==> src/rtl/clk_burst_if.sv <==
// clk_burst_if: control/status bundle for clk_burst_gen.
//   master modport: the controller side. It drives start/stop/half_period/num_edges
//                   and observes the generated clock and its status.
//   slave modport : the generator side (clk_burst_gen).
//   Signals:
//     start, stop          run control (stop has priority)
//     half_period[CNT_W]   system-clock cycles per clk_out phase (0 behaves as 1)
//     num_edges[BURST_W]   rising edges per burst (0 = free-running)
//     clk_out              generated clock
//     rise_pulse           one-cycle marker of each clk_out rising edge
//     busy, done           run status and one-cycle completion pulse
//     edges_left[BURST_W]  rising edges still to emit
//     state_dbg[2]         raw FSM state for observation only
//   Handshake: there is no valid/ready pair here. start is a level sampled on
//   every posedge while the generator is idle. stop is a level sampled on every
//   posedge. Neither input is acknowledged; busy reports acceptance.
interface clk_burst_if #(
  parameter int CNT_W   = 16,
  parameter int BURST_W = 8
);
  logic               start;
  logic               stop;
  logic [CNT_W-1:0]   half_period;
  logic [BURST_W-1:0] num_edges;
  logic               clk_out;
  logic               rise_pulse;
  logic               busy;
  logic               done;
  logic [BURST_W-1:0] edges_left;
  logic [1:0]         state_dbg;

  modport master (
    output start, stop, half_period, num_edges,
    input  clk_out, rise_pulse, busy, done, edges_left, state_dbg
  );

  modport slave (
    input  start, stop, half_period, num_edges,
    output clk_out, rise_pulse, busy, done, edges_left, state_dbg
  );
endinterface

==> src/rtl/clk_burst_gen.sv <==
// clk_burst_gen: programmable clock-burst generator.
//   Divides the system clock into a 50% duty clk_out of period 2*hp cycles.
//   It emits either num_edges rising edges or runs freely until stop is seen.
//   Ports:
//     clk    system clock; all state updates on its rising edge
//     rst_n  asynchronous active-low reset
//     bus    clk_burst_if.slave; it carries run control in and clock/status out
//   Every output is a flop. busy is high from the start-accepting edge until
//   the cycle in which done pulses. done follows the DONE state by one cycle.
module clk_burst_gen #(
  parameter int CNT_W   = 16,
  parameter int BURST_W = 8
) (
  input  logic        clk,
  input  logic        rst_n,
  clk_burst_if.slave  bus
);

  typedef enum logic [1:0] {
    ST_IDLE = 2'd0,
    ST_RUN  = 2'd1,
    ST_DONE = 2'd2
  } state_t;

  state_t             state_q, state_d;
  logic [CNT_W-1:0]   cnt_q, cnt_d;
  logic [CNT_W-1:0]   hp_q, hp_d;
  logic [BURST_W-1:0] burst_q, burst_d;
  logic [BURST_W-1:0] edges_left_q, edges_left_d;
  logic               clk_out_q, clk_out_d;
  logic               rise_pulse_q, rise_pulse_d;
  logic               busy_q, busy_d;
  logic               done_q, done_d;

  always_ff @(posedge clk or negedge rst_n) begin
    if (!rst_n) begin
      state_q      <= ST_IDLE;
      cnt_q        <= '0;
      hp_q         <= '0;
      burst_q      <= '0;
      edges_left_q <= '0;
      clk_out_q    <= 1'b0;
      rise_pulse_q <= 1'b0;
      busy_q       <= 1'b0;
      done_q       <= 1'b0;
    end else begin
      state_q      <= state_d;
      cnt_q        <= cnt_d;
      hp_q         <= hp_d;
      burst_q      <= burst_d;
      edges_left_q <= edges_left_d;
      clk_out_q    <= clk_out_d;
      rise_pulse_q <= rise_pulse_d;
      busy_q       <= busy_d;
      done_q       <= done_d;
    end
  end

  always_comb begin
    state_d      = state_q;
    cnt_d        = cnt_q;
    hp_d         = hp_q;
    burst_d      = burst_q;
    edges_left_d = edges_left_q;
    clk_out_d    = clk_out_q;
    rise_pulse_d = 1'b0;

    case (state_q)
      ST_IDLE: begin
        if (bus.start && !bus.stop) begin
          hp_d         = (bus.half_period == '0) ? CNT_W'(1) : bus.half_period;
          burst_d      = bus.num_edges;
          edges_left_d = bus.num_edges;
          cnt_d        = '0;
          clk_out_d    = 1'b0;
          state_d      = ST_RUN;
        end
      end

      ST_RUN: begin
        if (bus.stop) begin
          clk_out_d    = 1'b0;
          cnt_d        = '0;
          edges_left_d = '0;
          state_d      = ST_IDLE;
        end else if (cnt_q == hp_q - CNT_W'(1)) begin
          cnt_d     = '0;
          clk_out_d = ~clk_out_q;
          if (!clk_out_q) begin
            rise_pulse_d = 1'b1;
            if (burst_q != '0 && edges_left_q != '0) begin
              edges_left_d = edges_left_q - BURST_W'(1);
            end
          end else if (burst_q != '0 && edges_left_q == '0) begin
            // The last counted rise has completed its high phase. The clock is
            // now low, so the burst can end without truncating a pulse.
            state_d = ST_DONE;
          end
        end else begin
          cnt_d = cnt_q + CNT_W'(1);
        end
      end

      ST_DONE: begin
        state_d = ST_IDLE;
      end

      default: begin
        state_d = ST_IDLE;
      end
    endcase
  end

  // busy covers RUN and the DONE cycle. It drops in the same cycle that done rises.
  always_comb begin
    busy_d = (state_d != ST_IDLE);
    done_d = (state_q == ST_DONE);
  end

  assign bus.clk_out    = clk_out_q;
  assign bus.rise_pulse = rise_pulse_q;
  assign bus.busy       = busy_q;
  assign bus.done       = done_q;
  assign bus.edges_left = edges_left_q;
  assign bus.state_dbg  = state_q;

endmodule
==> src/flat_wrapper.sv <==
// flat-port wrapper written by rule: the top's interface ports become plain ports
module clk_burst_gen_flat 
#(
  parameter int CNT_W   = 16,
  parameter int BURST_W = 8
)
  (clk, rst_n, bus_start, bus_stop, bus_half_period, bus_num_edges, bus_clk_out, bus_rise_pulse, bus_busy, bus_done, bus_edges_left, bus_state_dbg);
  clk_burst_if #(.CNT_W(CNT_W), .BURST_W(BURST_W)) bus_i ();
  input  logic clk;
  input  logic rst_n;
  input wire logic [$bits(bus_i.start)-1:0] bus_start;
  input wire logic [$bits(bus_i.stop)-1:0] bus_stop;
  input wire logic [$bits(bus_i.half_period)-1:0] bus_half_period;
  input wire logic [$bits(bus_i.num_edges)-1:0] bus_num_edges;
  output wire logic [$bits(bus_i.clk_out)-1:0] bus_clk_out;
  output wire logic [$bits(bus_i.rise_pulse)-1:0] bus_rise_pulse;
  output wire logic [$bits(bus_i.busy)-1:0] bus_busy;
  output wire logic [$bits(bus_i.done)-1:0] bus_done;
  output wire logic [$bits(bus_i.edges_left)-1:0] bus_edges_left;
  output wire logic [$bits(bus_i.state_dbg)-1:0] bus_state_dbg;
  assign bus_i.start = bus_start;
  assign bus_i.stop = bus_stop;
  assign bus_i.half_period = bus_half_period;
  assign bus_i.num_edges = bus_num_edges;
  assign bus_clk_out = bus_i.clk_out;
  assign bus_rise_pulse = bus_i.rise_pulse;
  assign bus_busy = bus_i.busy;
  assign bus_done = bus_i.done;
  assign bus_edges_left = bus_i.edges_left;
  assign bus_state_dbg = bus_i.state_dbg;
  clk_burst_gen #(.CNT_W(CNT_W), .BURST_W(BURST_W)) u_core (.clk(clk), .rst_n(rst_n), .bus(bus_i));
endmodule
==> config.mk <==
export PLATFORM = sky130hd
export DESIGN_NAME = clk_burst_gen_flat
export DESIGN_NICKNAME = d
export VERILOG_FILES = /design/src/rtl/clk_burst_if.sv /design/src/rtl/clk_burst_gen.sv /design/src/flat_wrapper.sv
export SDC_FILE = /design/constraint.sdc
export NUM_CORES = 1
export LEC_CHECK = 0
export ABC_AREA = 1
export CAP_MARGIN = 15
export CORE_UTILIZATION = 40
export CTS_CLUSTER_DIAMETER = 60
export DETAILED_ROUTE_END_ITERATION = 10
export PLACE_DENSITY_LB_ADDON = 0.3
export SLEW_MARGIN = 20
export SYNTH_ARGS = -nofsm -noshare
export SYNTH_HDL_FRONTEND = slang
export SYNTH_SLANG_ARGS = --single-unit
==> constraint.sdc <==
create_clock -name clk -period 2.95 [get_ports clk]
set_clock_uncertainty 0.1 [all_clocks]
set_input_delay 0.885 -clock clk [delete_from_list [all_inputs] [get_ports clk]]
set_output_delay 0.885 -clock clk [all_outputs]
set_load 0.01 [all_outputs]
### Word-level counts from Yosys, hierarchy flattened

Index checks and enable logic that the tools add are counted.

| cells by class | value |
|---|---|
| add/subtract/negate cells | 3 |
| muxes and demuxes | 25 |
| reduce and logical (&&, ||, !) cells | 15 |
| bitwise gates (word level) | 1 |
| equality and inequality tests | 7 |

Operator list:

| cell | count |
|---|---|
| $mux W16 | 4 |
| $mux W8 | 5 |
| $pmux W16 S2 | 1 |
| $add A16 B1 Y16 const B | 1 |
| $eq A16 B16 Y1 | 1 |
| $logic_not A16 Y1 | 1 |
| $pmux W8 S2 | 1 |
| $reduce_bool A8 Y1 | 2 |
| $sub A16 B1 Y16 const B | 1 |
| $mux W2 | 5 |
| $logic_not A8 Y1 | 1 |
| $sub A8 B1 Y8 const B | 1 |
| $mux W1 | 7 |
| $ne A3 B2 Y1 const B | 2 |
| $reduce_and A5 Y1 | 1 |
| $pmux W2 S2 | 1 |
| $reduce_and A2 Y1 | 2 |
| $reduce_bool A2 Y1 | 2 |
| $logic_and A1 B1 Y1 | 3 |
| $ne A3 B3 Y1 const B | 1 |
| $reduce_and A3 Y1 | 1 |
| $eq A2 B1 Y1 const B | 1 |
| $eq A2 B2 Y1 const B | 1 |
| $logic_not A2 Y1 | 1 |
| other kinds (4) | 4 |

| storage, ports and cells | value |
|---|---|
| register bits | 54 |
| input port bits | 28 |

### Depth between registers and ports, before layout

| depth | value |
|---|---|
| depth in word-level cells | 8 |
| gate-level depth with buffers | 16 |
| mapped depth without buffers | 16 |

### Worst setup path before layout

No wires, ideal clock.

| timing | value |
|---|---|
| kind | input to register |
| from | input port bus_stop |
| to | register u_core.cnt_q[11] |
| data arrival time | 2056 ps |
| path buffers | 2 |
| path slack | 662 ps |
| stages | 8 |
| required time | 2717 ps |
| path through | nor2_1 > nand2_1 > nor2_1 > nor2_1 > inv_1 > clkbuf_1 > clkbuf_1 > a21oi_1 |

| between the ends | value |
|---|---|
| word-level cells in the longest chain between the ends | 4 |
| elaborated cells between the ends (all ways) | 6 |

RTL lines:

| element | line | source |
|---|---|---|
| from (decl) | flat_wrapper.sv:12 | `input wire logic [$bits(bus_i.stop)-1:0] bus_stop;` |
| $logic_not A1 Y1 | clk_burst_gen.sv:70 | `if (bus.start && !bus.stop) begin` |
| $logic_and A1 B1 Y1 | clk_burst_gen.sv:70 |  |
| $ne A2 B1 Y1 (no line) | - |  |
| $reduce_and A2 Y1 (no line) | - |  |
| to (signal assigned) | clk_burst_gen.sv:48 | `cnt_q <= cnt_d;` |
| to (decl) | clk_burst_gen.sv:26 | `logic [CNT_W-1:0] cnt_q, cnt_d;` |

Parallel ways exist; a longest one is shown, timed or not.
A chain may end at the register's enable or synchronous reset.

### Worst setup path in the final report

| timing | value |
|---|---|
| from | input port bus_stop |
| to | register u_core.cnt_q[3] |

The elaborated chain is that of the path after synthesis.

==> metrics.cfg <==
[finish]
num_antenna_cells=0
synthToLayoutAreaGrowth_pct=18.8
postLayoutCellArea_um2=4010
final_util_pct=49.1
stdcell_count=611
fin_nets=536
drive_gt1_share_pct=6.92

[critical_path]
crit_arrival_ps=2650
r2r_setup_slack_ps=410
worstSetupEndpointType=register
crit_type=primary input to register
crit_required_ps=3050
cpMostUsedCell=nor2_1
r2r_start=u_core.hp_q[0]
slowest_delay_ps=480
cp-start-kind=primary input
cp_max_fo=15
rr_endpoint=u_core.bus.edges_left[4]
critPathSlowestCell=clkdlybuf4s50_1
path_cells=clkdlybuf4s50_1, nor2_1, nand2_1, nor2_1, nor2_1, inv_1, buf_4, nand4_1, xor2_1, a21oi_1
rr_worst_depth=15

[detailed_routing]
drt-pass1-iter-count=4
vias=3173
drt_iter0_drc=170
ant_nets=0
wl_mm=8.44
drc=0
viasPerCell=5.19
wl_per_cell_um=13.8

[floorplanning]
initial_utilization_pct=41.3
die_w_um=93.9
die_y_um=93.9
row_count=33
die_area_um2=8810
core_area_um2=8180
io_pins=42

[synth]
syn_nets=493
async_flop_share_pct=100
avgSynthCellArea_um2=7.31
yosys_warnings=0
synth_seq_area_share_pct=40.0
ys_ff_latch=54
synth_edf_count=0
ys.flop_type=dfrtp_1
yosysUniqueCellTypes=35
syn-cell-area_um2=3380
synthCells=462

[clocking]
cts_made_buffers=5
htree_levels=2
clkLatencyLatePin_ps=320
cts_tree=done
cts_setup_buffers=0
post_cts_resized=0
clkSinkCount=54
clock_path_buffers=2
path_clk_slew_ps=100
clockRootBuffer=clkbuf_8
cts_hold_buf=0

[job]
maxCapViolCount=0

[global_route]
grt_usage_pct=21.0
grt_max_degree=32
antenna_found_initial=0
grt.overflow.total=0
grt_pass1_wl_mm=14.4
first_global_vias=3141

[min_path]
holdPathEnd=u_core.burst_q[7]
min_path_type=register to register
min_from=u_core.burst_q[7]
hold_depth=2

[power]
p_leak_nw=1.91
ir_drop_mv=0.373
power_density_nw_per_um2=553

[timing]
slew_violations=0
tns_ps=0
finalCritPeriodShare_pct=86.6
hold_viol_final=0
min_period_ps=2550
setup_viol=0
rsz0062_at_grt=no
relSlewSlack_pct=62.0
tightest_slew_ps=570
fmax_mhz=392

[run_status]
status=finished, final reports clean

[place]
postPlaceCellArea_um2=3910
dp_hpwl_mm=6.52
io_buffers=41
dp.cells=603
gp_congestion=0.865

kinds of logic after synthesis:
kind of cell / Yosys count / share of synthesized area (%)
and+or+nand+nor: 269 / 35.9
xor gates and xnor gates: 32 / 8.52
adders and majority gates: 3 / 1.11
AOI/OAI and AO/OA: 46 / 7.49
buffers and inverters: 58 / 6.93
DFF: 54 / 40.0
sequential cells by signal (all words and copies together) (netlist names):
register,count
u_core.cnt_q,16
u_core.bus.clk_out,1
u_core.hp_q,16
u_core.bus.busy,1
u_core.bus.edges_left,8
u_core.bus.rise_pulse,1
u_core.bus.done,1
u_core.bus.state_dbg,2
u_core.burst_q,8
cells in the mapped netlist, types with 2 or more instances:
| library cell | count | area share (%) |
|---|---|---|
| nand3b_1 | 4 | 0.89 |
| nor2_1 | 39 | 4.3 |
| nor4_1 | 7 | 1.3 |
| xnor2_1 | 12 | 3.1 |
| nand3_1 | 21 | 3.1 |
| inv_1 | 46 | 5.1 |
| dfrtp_1 | 54 | 40 |
| nand4_1 | 16 | 3.0 |
| nand2_1 | 152 | 17 |
| nand2_2 | 4 | 0.74 |
| a21oi_1 | 14 | 2.1 |
| xor2_1 | 19 | 4.9 |
| nor3b_1 | 2 | 0.44 |
| o22ai_1 | 9 | 1.7 |
| o21ai_0 | 19 | 2.8 |
| or2_2 | 3 | 0.56 |
| and2_1 | 2 | 0.37 |
| clkbuf_1 | 8 | 0.89 |
| ha_1 | 3 | 1.1 |
| nor3_1 | 7 | 1.0 |
| nor2_2 | 7 | 1.3 |
per-layer routing:
layer / share of wire [%] / vias to the layer above / global-route usage [%]
li1: - / 1570 / -
met1: 45 / 1503 / 26.2
met2: 49 / 79 / 36.5
met3: 3.1 / 21 / 2.43
met4: 2.8 / 0 / 8.59
met5: 0 / - / 0
cell type report:
type | count | area [um^2]
Sequential cell | 54 | 1350
Inverter | 47 | 176
Tap cell | 105 | 131
Multi-Input combinational cell | 350 | 1790
Clock buffer | 6 | 82.6
Clock inverter | 2 | 16.3
Timing Repair Buffer | 47 | 463
Fill cell | 804 | 4160
how the worst max path moves through the flow:
| stage | startpoint | end | slack [ps] |
|---|---|---|---|
| after floorplan | bus_stop | u_core.cnt_q[11] | 660 |
| after global routing | bus_stop | u_core.cnt_q[15] | 180 |
| after detailed placement | bus_stop | u_core.cnt_q[3] | 90 |
| after CTS | bus_stop | u_core.cnt_q[3] | 420 |
| final | bus_stop | u_core.cnt_q[3] | 400 |
| after global placement | bus_stop | u_core.cnt_q[3] | 150 |
cell usage in the layout (no fill, tap or decap):
cell type / Yosys / routed
xnor2_1: 12 / 12
clkdlybuf4s50_1: 0 / 40
nand2_4: 1 / 1
nand3_1: 21 / 21
inv_1: 46 / 46
ha_1: 3 / 3
inv_6: 0 / 1
nand3_4: 1 / 1
a21oi_1: 14 / 14
nand3b_1: 4 / 4
nor3b_1: 2 / 2
o21ai_0: 19 / 19
o21ai_2: 1 / 1
o21ai_1: 1 / 1
nor4_1: 7 / 7
nor2_4: 1 / 1
xor2_2: 1 / 1
clkinv_1: 1 / 1
nand2_1: 152 / 152
buf_2: 1 / 1
nor2_1: 39 / 39
o22ai_1: 9 / 9
and3_1: 1 / 1
dfrtp_1: 54 / 54
buf_4: 1 / 5
nor3_1: 7 / 7
nor2_8: 1 / 1
buf_12: 0 / 1
xor2_1: 19 / 19
nand2_2: 4 / 4
and2_1: 2 / 2
clkinvlp_4: 0 / 1
or2_2: 3 / 3
clkbuf_8: 0 / 6
nand4_1: 16 / 16
a22oi_1: 1 / 1
a32o_1: 1 / 1
nor2_2: 7 / 7
power breakdown:
part | switching (mW) | internal [mW] | leakage, nW
registers | 0.142 | 0.845 | 0.701
logic | 0.437 | 0.339 | 1.16
clock network | 0.260 | 0.194 | 0.0478
total | 0.839 | 1.38 | 1.91
metrics by stage:
step                setup WS [ps]  total power, mW  hold WS, ps
floorplan                     662             1.49          342
global placement              153             1.76          359
detailed placement           92.0             1.77          376
CTS                           421             2.23          401
global route                  184             2.37          446
finish                        396             2.22          399
worst max-delay path: cells and delay by family:
family | cells | cell delay, ps
xor gates and xnor gates | 1 | 170
and+or+nand+nor | 5 | 610
AOI/OAI and AO/OA | 1 | 60
buffers and inverters | 3 | 940
Power figures use the tool's default switching activity.
